### src/rtl/nand_cpu_pkg.sv
// Shared CPU types: ALU opcodes, ALU request bundle and scheduler sizing.
package nand_cpu_pkg;

    typedef enum logic [2:0] {
        ALU_CL,
        ALU_CP,
        ALU_NAND,
        ALU_LS,
        ALU_RS,
        ALU_EQ,
        ALU_NE,
        ALU_LI
    } AluOp;

    localparam int ALU_DATA_W  = 16;
    localparam int ALU_TAG_W   = 4;
    localparam int ALU_NUM_REQ = 2;

    typedef struct packed {
        logic [ALU_DATA_W-1:0] op0;
        logic [ALU_DATA_W-1:0] op1;
        AluOp                  alu_op;
        logic [ALU_TAG_W-1:0]  tag;
    } alu_req_t;

endpackage

### src/rtl/alu_input_ifc.sv
// Operand/opcode bundle feeding the execute-stage ALU.
interface alu_input_ifc #(
    parameter int DATA_W = 16
);
    logic [DATA_W-1:0]  op0;
    logic [DATA_W-1:0]  op1;
    nand_cpu_pkg::AluOp alu_op;

    modport source (output op0, op1, alu_op);
    modport sink   (input  op0, op1, alu_op);
endinterface

### src/rtl/alu.sv
// Execute-stage ALU, purely combinational (zero latency, no flow control).
// Shifts by DATA_W or more give 0; EQ/NE return a zero-extended flag.
module alu import nand_cpu_pkg::*; #(
    parameter int DATA_W = 16
) (
    alu_input_ifc.sink        in_if,
    output logic [DATA_W-1:0] result
);
    localparam int NIBBLES = DATA_W / 4;

    always_comb begin
        result = '0;
        case (in_if.alu_op)
            ALU_CL:   result = '0;
            ALU_CP:   result = in_if.op0;
            ALU_NAND: result = ~(in_if.op0 & in_if.op1);
            ALU_LS:   result = in_if.op0 << in_if.op1;
            ALU_RS:   result = in_if.op0 >> in_if.op1;
            ALU_EQ:   result = {{(DATA_W-1){1'b0}}, in_if.op0 == in_if.op1};
            ALU_NE:   result = {{(DATA_W-1){1'b0}}, in_if.op0 != in_if.op1};
            ALU_LI: begin
                // op1[5:4] picks the nibble of op0 to overwrite with op1[3:0]
                result = in_if.op0;
                for (int n = 0; n < NIBBLES; n++) begin
                    if (in_if.op1[5:4] == n[1:0]) result[4*n +: 4] = in_if.op1[3:0];
                end
            end
            default:  result = '0;
        endcase
    end
endmodule

### src/rtl/alu_scheduler.sv
// Round-robin share of one ALU between two requesters; 1-cycle request->response latency.
// A full response slot blocks only its own port; a slot draining this cycle accepts a new result.
module alu_scheduler import nand_cpu_pkg::*; #(
    parameter int DATA_W = ALU_DATA_W,
    parameter int TAG_W  = ALU_TAG_W
) (
    input  logic                   clk,
    input  logic                   n_rst,
    input  logic [ALU_NUM_REQ-1:0] req_valid,
    output logic [ALU_NUM_REQ-1:0] req_ready,
    input  logic [DATA_W-1:0]      req_op0    [ALU_NUM_REQ],
    input  logic [DATA_W-1:0]      req_op1    [ALU_NUM_REQ],
    input  AluOp                   req_alu_op [ALU_NUM_REQ],
    input  logic [TAG_W-1:0]       req_tag    [ALU_NUM_REQ],
    output logic [ALU_NUM_REQ-1:0] resp_valid,
    input  logic [ALU_NUM_REQ-1:0] resp_ready,
    output logic [DATA_W-1:0]      resp_data  [ALU_NUM_REQ],
    output logic [TAG_W-1:0]       resp_tag   [ALU_NUM_REQ],
    output logic                   busy
);
    alu_req_t                 req [ALU_NUM_REQ];
    alu_req_t                 sel_req;
    logic [ALU_NUM_REQ-1:0]   elig;
    logic [ALU_NUM_REQ-1:0]   grant;
    logic                     rr;
    logic [DATA_W-1:0]        alu_result;

    always_comb begin
        for (int i = 0; i < ALU_NUM_REQ; i++) begin
            req[i] = '{op0: req_op0[i], op1: req_op1[i], alu_op: req_alu_op[i], tag: req_tag[i]};
        end
    end

    always_comb begin
        elig  = req_valid & (~resp_valid | resp_ready);
        grant = elig;
        if (&elig) grant = rr ? 2'b10 : 2'b01;
    end

    assign req_ready = grant;
    assign busy      = |resp_valid;

    // Idle cycles present a clear op with zero operands so the ALU never decodes junk
    always_comb begin
        sel_req = '{op0: '0, op1: '0, alu_op: ALU_CL, tag: '0};
        if (grant[0])      sel_req = req[0];
        else if (grant[1]) sel_req = req[1];
    end

    alu_input_ifc #(.DATA_W(DATA_W)) alu_bus ();

    assign alu_bus.op0    = sel_req.op0;
    assign alu_bus.op1    = sel_req.op1;
    assign alu_bus.alu_op = sel_req.alu_op;

    alu #(.DATA_W(DATA_W)) u_alu (
        .in_if  (alu_bus),
        .result (alu_result)
    );

    always_ff @(posedge clk or negedge n_rst) begin
        if (!n_rst) begin
            rr         <= 1'b0;
            resp_valid <= '0;
            for (int i = 0; i < ALU_NUM_REQ; i++) begin
                resp_data[i] <= '0;
                resp_tag[i]  <= '0;
            end
        end else begin
            // Next priority goes to the port that was not just served
            if (|grant) rr <= grant[0];
            for (int i = 0; i < ALU_NUM_REQ; i++) begin
                if (grant[i]) begin
                    resp_valid[i] <= 1'b1;
                    resp_data[i]  <= alu_result;
                    resp_tag[i]   <= sel_req.tag;
                end else if (resp_ready[i]) begin
                    resp_valid[i] <= 1'b0;
                end
            end
        end
    end
endmodule

### config.mk
export PLATFORM = sky130hd
export DESIGN_NAME = alu_scheduler
export DESIGN_NICKNAME = d
export VERILOG_FILES = /design/src/rtl/nand_cpu_pkg.sv /design/src/rtl/alu_input_ifc.sv /design/src/rtl/alu.sv /design/src/rtl/alu_scheduler.sv
export SDC_FILE = /design/constraint.sdc
export NUM_CORES = 1
export LEC_CHECK = 0
export ABC_AREA = 1
export BUFFER_PORTS_ARGS = -buffer_cell sky130_fd_sc_hd__buf_2
export CAP_MARGIN = 20
export CELL_PAD_IN_SITES_DETAIL_PLACEMENT = 0
export CELL_PAD_IN_SITES_GLOBAL_PLACEMENT = 1
export CORE_UTILIZATION = 40
export CTS_BUF_LIST = sky130_fd_sc_hd__clkbuf_16
export DETAILED_ROUTE_END_ITERATION = 6
export PLACE_DENSITY_LB_ADDON = 0.1
export REMOVE_ABC_BUFFERS = 1
export SLEW_MARGIN = 40
export SYNTH_ARGS = -nofsm -noshare
export SYNTH_HDL_FRONTEND = slang
export SYNTH_HIERARCHICAL = 1
export SYNTH_SLANG_ARGS = --single-unit
### constraint.sdc
create_clock -name clk -period 4.3 [get_ports clk]
set_input_delay 0.43 -clock clk [delete_from_list [all_inputs] [get_ports clk]]
set_output_delay 0.43 -clock clk [all_outputs]
set_load 0.01 [all_outputs]
After elaboration in Yosys (flattened, before gate mapping). Cells that the tools add are included.

Word-level logic and storage cells: 46. Register bits after elaboration: 43. Memory bits (writable): 0. Output and inout bits: 45. ROM bits: 0. Bits of input ports: 84. Bits in latches: 0. Memories kept: 0.

Multipliers: 0. Muxes and demuxes: 13. Reduce and logical (&&, ||, !) cells: 7. $lt $le $gt $ge: 0. Shifts and indexed selects: 2. Add/sub/neg operators: 0. Bitwise operators: 5. Div/mod/pow operators: 0. Equal/unequal tests: 12.

Operators by type and width (count): $pmux 16 s8 (1); $mux 39 (2); $and 16x16->16 (1); $eq 16x16->1 (1); $mux 4 (4); $ne 16x16->1 (1); $not 16->16 (1); $shl 16x16->16 (1); $shr 16x16->16 (1); $eq 3x3->1 const B (4); $eq 3x2->1 const B (2); $eq 2x2->1 const B (2); $mux 1 (4); $mux 2 (2); $reduce_bool 2->1 (2); $reduce_or 2->1 (2); $eq 3x1->1 const B (1); $logic_not 3->1 (1); $and 2x2->2 (1); $eq 2x1->1 const B (1); $logic_not 2->1 (1); $not 2->2 (1); $or 2x2->2 (1); $reduce_and 2->1 (1).

Logic depth before layout (Yosys ltp). Gate-level depths: netlist of run 1.

Depth in word-level cells: 10. Depth in mapped cells: 25. Depth with buffers taken out: 22.

By module. The synthesis of run 1 kept the hierarchy.

Modules (own cells, without submodules): alu (cells each 460, instances 1, sequential area each 0.0 µm², area each 2384.8 µm²); alu_scheduler (cells each 314, instances 1, sequential area each 1076.0 µm², area each 2366.0 µm²).

Least setup slack after synthesis of run 1. Ideal clock, no wire load.

Path kind: in2reg. From: input resp_ready[0]. To: register resp_data[25] (netlist bit). Data arrival time: 2309 ps. Library setup time: 117 ps. Stages: 22. Path slack: 1875 ps. Data required time: 4183 ps. Buffers on the path: 4. Path through: inv_1 a21boi_2 buf_4 buf_4 nand3_1 nand2_1 nor2_1 and2_1 buf_6 buf_12 nand3_2 nand2_2 nand2_1 nand2_1 nand3_1 nand2_1 o21ai_1 nand2_1 nand2_1 nand2_1 nand3_1 nand2_1.

RTL lines: start: declaration (RTL line alu_scheduler.sv:16) `input logic [ALU_NUM_REQ-1:0] resp_ready,`; end signal: indexed assignment (RTL line alu_scheduler.sv:75) `resp_data[i] <= alu_result;`; end: declaration (RTL line alu_scheduler.sv:17) `output logic [DATA_W-1:0] resp_data [ALU_NUM_REQ],`.

==> results_dict.tcl, run 1 <==
set metrics [dict create \
    htreeDepth 2 \
    clock_sinks 43 \
    path_cells "nand2_1 > nand3_2 > nand3_1 > nand2_1 > nor2_1 > nand2_1 > nor2_4 > buf_4 > nand3_2 > nand2_2 > nand3_1 > nand2_2 > nand2_1 > o21ai_1 > nand2_1 > nand3_1 > nand2_1 > nand2_1 > nand3_1 > nand2_1" \
    vdd_drop_max_uv 166 \
    drtPass1Iterations 7 \
    fmax_ghz 0.279 \
    setup_viol 0 \
    grt_use_total 0.288 \
    drtIter0Drc 453 \
    hold_buffers 0 \
    initial_core_util 0.413 \
    synth-compound-area-share 0.0906 \
    clk_path_buf_depth 2 \
    cpPeakStageDelay_ns 0.55 \
    grt_max_degree 44 \
    drc 32 \
    dpl.hpwl_um 13500 \
    syn_inst 774 \
    synthXorXnorAreaFrac 0 \
    dp_cells 1015 \
    numCtsBuffers 5 \
    power.leakage_nw 3.12 \
    synthMuxAreaShare 0 \
    tightest_slew_ns 0.811 \
    fin_skew_ns 0.00279 \
    slew_headroom 0.458 \
    grt_overflow 0 \
    placed_area_um2 5370 \
    fin_hold_ws_ns 0.125 \
    clk-insertion-delay-late_ns 0.29 \
    gp_congestion 0.899 \
    grt_pass1_wl_um 28400 \
    core_um2 11500 \
    hold_viol 0 \
    dp_slack_ns 0.641 \
    rsz0062_at_grt "false" \
    worstPathRequired_ns 4.53 \
    die_width_um 111 \
    crit_path_top_delay_cell "nand3_2" \
    crit_family "simple AND/OR/NAND/NOR gates" \
    postCtsSetupBuffers 0 \
    final_cell_mix "nand2_1, nand3_1, buf_2" \
    fin_crit_sh 0.834 \
    post-route-util 0.483 \
    ys_ff_latch 43 \
    antenna_found_initial 0 \
    fin_nets 979 \
    failed_checks "design-rule violations" \
    postRouteAntennaNets 0 \
    finalCriticalPeriod_ns 3.59 \
    yosysWarnings 6 \
    cts_resized 0 \
    synth-simple-area-share 0.525 \
    drt_wl_total_um 17400 \
    fin_area_um2 5560 \
    die_h_um 111 \
    power-per-cell-area_nw_per_um2 393 \
    finalPower_mw 2.19 \
    stdcell_count 1023 \
    cts_tree "done" \
    yosys-top-cells-area "nand2_1, dfrtp_1, nand3_1" \
    rows 39 \
    n_fill_cell 1284 \
    drive_above_1_share 0.223 \
    startpoint_type "flop" \
    synth_top_area_cell "nand2_1" \
    status "finished with violations" \
    root_buffer "clkbuf_16" \
    yosysSeqAreaShare 0.226 \
    die-area_um2 12300 \
    ioPinCount 129 \
    final_common_cell "nand2_1" \
    synth_top_family_by_area "simple AND/OR/NAND/NOR gates" \
    crit_type "flop to flop" \
    synth_area_um2 4750 \
    path_max_fanout 35 \
    syn2layout_area_growth_pct 17.1 \
    setup_tns_ns 0 \
    synth_top_area_share 0.227 \
    grt_pass1_vias 5556 \
    portBuffers 128 \
    yosysUniqueCellTypes 36 \
    viasPerCell 5.58 \
    via_count 5706 \
    diodes 0 \
    wl_per_cell_um 17.0 \
    cp-end-kind "flop" \
    worstPathArrival_ns 3.81 \
    slew_violations 0 \
    crit_top_cell "nand2_1" \
    cap_violations 0 \
    synth.avg_cell_area_um2 6.14 \
    cp_num_buf_inv 1 \
    fin_ws_ns 0.715 \
    worstHoldPathType "primary input to asynchronous set/reset pin" \
    synth_fa_ha_area_frac 0.0421 \
    clk_pin_slew_ns 0.06 \
]
[routing by layer]
layer  track usage  vias to the layer above  wire [um]
met5             0                        -          0
li1              -                     2812          -
met2         0.488                      226       8170
met1         0.376                     2627       7550
met3        0.0317                       41       1140
met4         0.111                        0        563
[cell usage after synthesis]
cell / count
nor2_1: 36
nor3_1: 2
buf_2: 16
and2_1: 1
ha_1: 16
o31ai_1: 1
nand3_1: 184
inv_1: 33
a21boi_2: 2
o21ai_1: 6
dfrtp_1: 43
inv_2: 2
clkbuf_1: 4
o211ai_1: 8
buf_4: 20
buf_1: 1
a211oi_1: 7
o22ai_1: 6
nor3_2: 2
o221ai_1: 1
a21oi_1: 20
nand4_1: 10
a221oi_1: 1
nor2_4: 2
o21ai_2: 2
nand2_1: 287
clkinv_1: 1
nand3_2: 11
o21ai_0: 17
nor2_2: 5
buf_12: 2
buf_6: 11
or2_2: 1
nand2_2: 7
nand4_2: 2
nor4_1: 4
[worst reg2reg max path, stage by stage (launching register included)]
cell and delay (ns):
dfrtp_1 0.43, nand2_1 0.13, nand3_2 0.55, nand3_1 0.25
nand2_1 0.13, nor2_1 0.14, nand2_1 0.10, nor2_4 0.38
buf_4 0.24, nand3_2 0.08, nand2_2 0.12, nand3_1 0.09
nand2_2 0.09, nand2_1 0.05, o21ai_1 0.12, nand2_1 0.11
nand3_1 0.12, nand2_1 0.10, nand2_1 0.13, nand3_1 0.09
nand2_1 0.07
[power breakdown]
group | leakage, nW | switching [mW] | internal [mW] | total, mW
clock | 0.0952 | 0.154 | 0.331 | 0.484
sequential | 0.554 | 0.0684 | 0.526 | 0.594
combinational | 2.47 | 0.747 | 0.364 | 1.11
total | 3.12 | 0.969 | 1.22 | 2.19
[layout make-up]
type	count	area, um2	share of cell area
sequential	43	1080	0.193
clock buffer	5	125	0.0225
clock inverter	3	63.8	0.0115
multi-input combinational	641	3150	0.566
timing repair buffer	152	836	0.150
inverter	36	135	0.0243
tap	143	179	0.0322
[cell families after synthesis]
kind of cell | count (synthesis)
AOI/OAI and AO/OA | 71
adders and majority gates | 16
and+or+nand+nor | 554
DFF | 43
buffers and inverters | 90
[path summary, 6_finish.rpt]
check,from,to,slack (ns),depth (start not counted)
setup / recovery,resp_valid[0],resp_data[18],0.71,20
hold / removal,n_rst,resp_tag[1],0.12,1
setup reg to reg,resp_valid[0],resp_data[18],0.71,20
hold reg to reg,resp_tag[5],resp_tag[5],0.46,2
max in group asynchronous,n_rst,resp_tag[4],3.79,1
min in group clk,req_tag[5],resp_tag[5],0.37,3
[flip-flops by register name (all words and copies together) (netlist names)]
name / cells
resp_tag: 8
resp_data: 32
rr: 1
resp_valid: 2
No activity file was read; power rests on OpenSTA's default activity.
==> run 2: changes to the inputs <==
ABC_AREA = 0   (was 1)
clock period = 3.5 ns   (was 4.3 ns; I/O delays follow)
==> run 2 against run 1 <==
  * The flow now finishes without violations
  * Cell area rose by 2.2%
  * Clock-buffer cell count did not move
  * Core utilization rose by 6.3 points
  * Routed wire length shrank 9.7%
  * Critical path depth shrank 9
  * Worst setup slack worse by 0.60 ns
  * Largest cell class unchanged
  * First-iteration DRC count shrank 13%
==> results_dict.tcl, run 2 <==
set metrics [dict create \
    cts_resized 0 \
    largest-register "resp_data" \
    yosysUniqueCellTypes 72 \
    synth_edf_count 0 \
    ioPinCount 129 \
    final_common_cell "buf_2" \
    path_max_fanout 27 \
    core_um2 10400 \
    drive_above_1_share 0.469 \
    slew_headroom 0.641 \
    synth.avg_cell_area_um2 9.91 \
    drt_wl_total_um 15700 \
    tightest_slew_ns 0.538 \
    crit_path_top_delay_cell "or4_4" \
    drtPass1Iterations 5 \
    drtIter0Drc 395 \
    crit_type "flop to flop" \
    grt_pass1_vias 4342 \
    final_cell_mix "buf_2, buf_4, dfrtp_1" \
    worstPathRequired_ns 3.72 \
    grt_max_degree 44 \
    power.leakage_nw 2.67 \
    status "completed" \
    synth_top_area_cell "dfrtp_1" \
    diodes 0 \
    yosysWarnings 6 \
    fin_hold_ws_ns 0.0397 \
    drc 0 \
    fin_nets 704 \
    crit_family "simple AND/OR/NAND/NOR gates" \
    clk_path_buf_depth 2 \
    clock_sinks 43 \
    cp-end-kind "flop" \
    initial_core_util 0.418 \
    die-area_um2 11300 \
    fin_crit_sh 0.966 \
    startpoint_type "flop" \
    grt_pass1_wl_um 24400 \
    top_regs "resp_data x32, resp_tag x8, resp_valid x2" \
    yosys_most_used_dff "dfrtp_1" \
    n_fill_cell 947 \
    grt_use_total 0.283 \
    htreeDepth 2 \
    cts_tree "done" \
    synth_area_um2 4350 \
    synth_top_area_share 0.247 \
    fmax_ghz 0.296 \
    yosys-top-cells-area "dfrtp_1, mux2_2, mux4_2" \
    hold_buffers 0 \
    largest_reg_flops 32 \
    syn_inst 439 \
    rows 37 \
    crit_top_cell "or4_4" \
    vdd_drop_max_uv 252 \
    setup_viol 0 \
    p_seq_frac 0.261 \
    die_width_um 106 \
    clock_power_share 0.167 \
    finalCriticalPeriod_ns 3.38 \
    rsz0062_at_grt "false" \
    post-route-util 0.546 \
    clk-insertion-delay-late_ns 0.28 \
    postRouteAntennaNets 0 \
    clk_pin_slew_ns 0.07 \
    grt_overflow 0 \
    cp_num_buf_inv 2 \
    hold_viol 0 \
    dpl.hpwl_um 12500 \
    dp_cells 733 \
    rrSetupSlack_ns 0.12 \
    portBuffers 128 \
    worstPathArrival_ns 3.60 \
    fin_skew_ns 0.00848 \
    via_count 4515 \
    numCtsBuffers 5 \
    cpPeakStageDelay_ns 0.63 \
    postCtsSetupBuffers 0 \
    die_h_um 106 \
    gp_congestion 0.980 \
    ys_ff_latch 43 \
    cap_violations 0 \
    p_comb_frac 0.572 \
    viasPerCell 6.09 \
    power.switching_mw 1.13 \
    worstHoldPathType "primary input to asynchronous set/reset pin" \
    power.internal_mw 1.65 \
    root_buffer "clkbuf_16" \
    syn2layout_area_growth_pct 30.7 \
    path_cells "nand2b_4 > o211ai_4 > inv_2 > buf_12 > a22o_1 > or4_4 > or4_4 > nor3_4 > a221oi_1 > o311ai_1 > mux2_4" \
    yosys-top-cells-count "dfrtp_1, a22o_1, mux2_2, nand2_1, mux2i_1" \
    wl_per_cell_um 21.2 \
    stdcell_count 741 \
    netSwitchingFraction 0.405 \
    finalPower_mw 2.78 \
    yosysSeqAreaShare 0.247 \
    yosys.cell_count.top_type "dfrtp_1" \
    antenna_found_initial 0 \
    async_reset_ff_frac 1.00 \
    slew_violations 0 \
    power-per-cell-area_nw_per_um2 490 \
    setup_tns_ns 0 \
]
run 2: cell types whose count changed after synthesis, sizes merged, moves of 7 or more:
cell,change
mux2i,+23
nor2,-21
inv,-28
nand3,-184
mux2,+50
buf,-27
o21ai,-9
a22o,+35
clkbuf,+9
nand4,-7
mux4,+15
nand2,-265
run 2: cells by family (layout without fill, tap and decap cells):
kind of cell               Yosys count  in the layout  synth area share
DFF                                 43             43             0.247
adders and majority gates           16             16            0.0460
and+or+nand+nor                    117            117             0.154
muxes                               88             88             0.270
buffers and inverters               43            209            0.0506
AOI/OAI and AO/OA                  132            132             0.231
run 2: power by group through the flow:
stage | clock (mW) | sequential, mW | combinational (mW)
floorplan | 0 | 0.799 | 0.840
global placement | 0 | 0.727 | 1.57
detailed placement | 0 | 0.737 | 1.57
CTS | 0.478 | 0.729 | 1.57
global route | 0.500 | 0.745 | 1.70
finish | 0.464 | 0.727 | 1.59
run 2: per-stage QoR:
stage	setup slack (ns)	instance area, um2
finish	0.117	5680
detailed placement	0.0765	5530
CTS	0.149	5680
floorplan	-2.33	4160
global placement	0.0766	5520
global route	0.0100	5680
run 2: layout make-up:
class | count | area (um2) | area share
Tap cell | 136 | 170 | 0.0299
Inverter | 7 | 26.3 | 0.00462
Multi-Input combinational cell | 353 | 3070 | 0.541
Sequential cell | 43 | 1080 | 0.189
Timing Repair Buffer | 194 | 1190 | 0.209
Clock inverter | 3 | 23.8 | 0.00418
Clock buffer | 5 | 125 | 0.0220
run 2: final timing paths:
kind,endpoint,depth (start not counted),startpoint
max in group asynchronous,resp_tag[5],1,n_rst
setup / recovery,resp_data[9],11,rr
setup reg to reg,resp_data[9],11,rr
hold / removal,resp_tag[2],1,n_rst
min in group clk,resp_tag[2],2,req_tag[2]
hold reg to reg,resp_data[24],1,resp_data[24]
run 2: routing by layer:
| metal | GRT usage | part of all wire | vias to the layer above | wire (um) |
|---|---|---|---|---|
| li1 | - | - | 2080 | - |
| met4 | 0.0635 | 0.023 | 0 | 363 |
| met2 | 0.457 | 0.47 | 230 | 7350 |
| met1 | 0.397 | 0.43 | 2177 | 6830 |
| met3 | 0.0448 | 0.075 | 28 | 1190 |
| met5 | 0 | 0 | - | 0 |
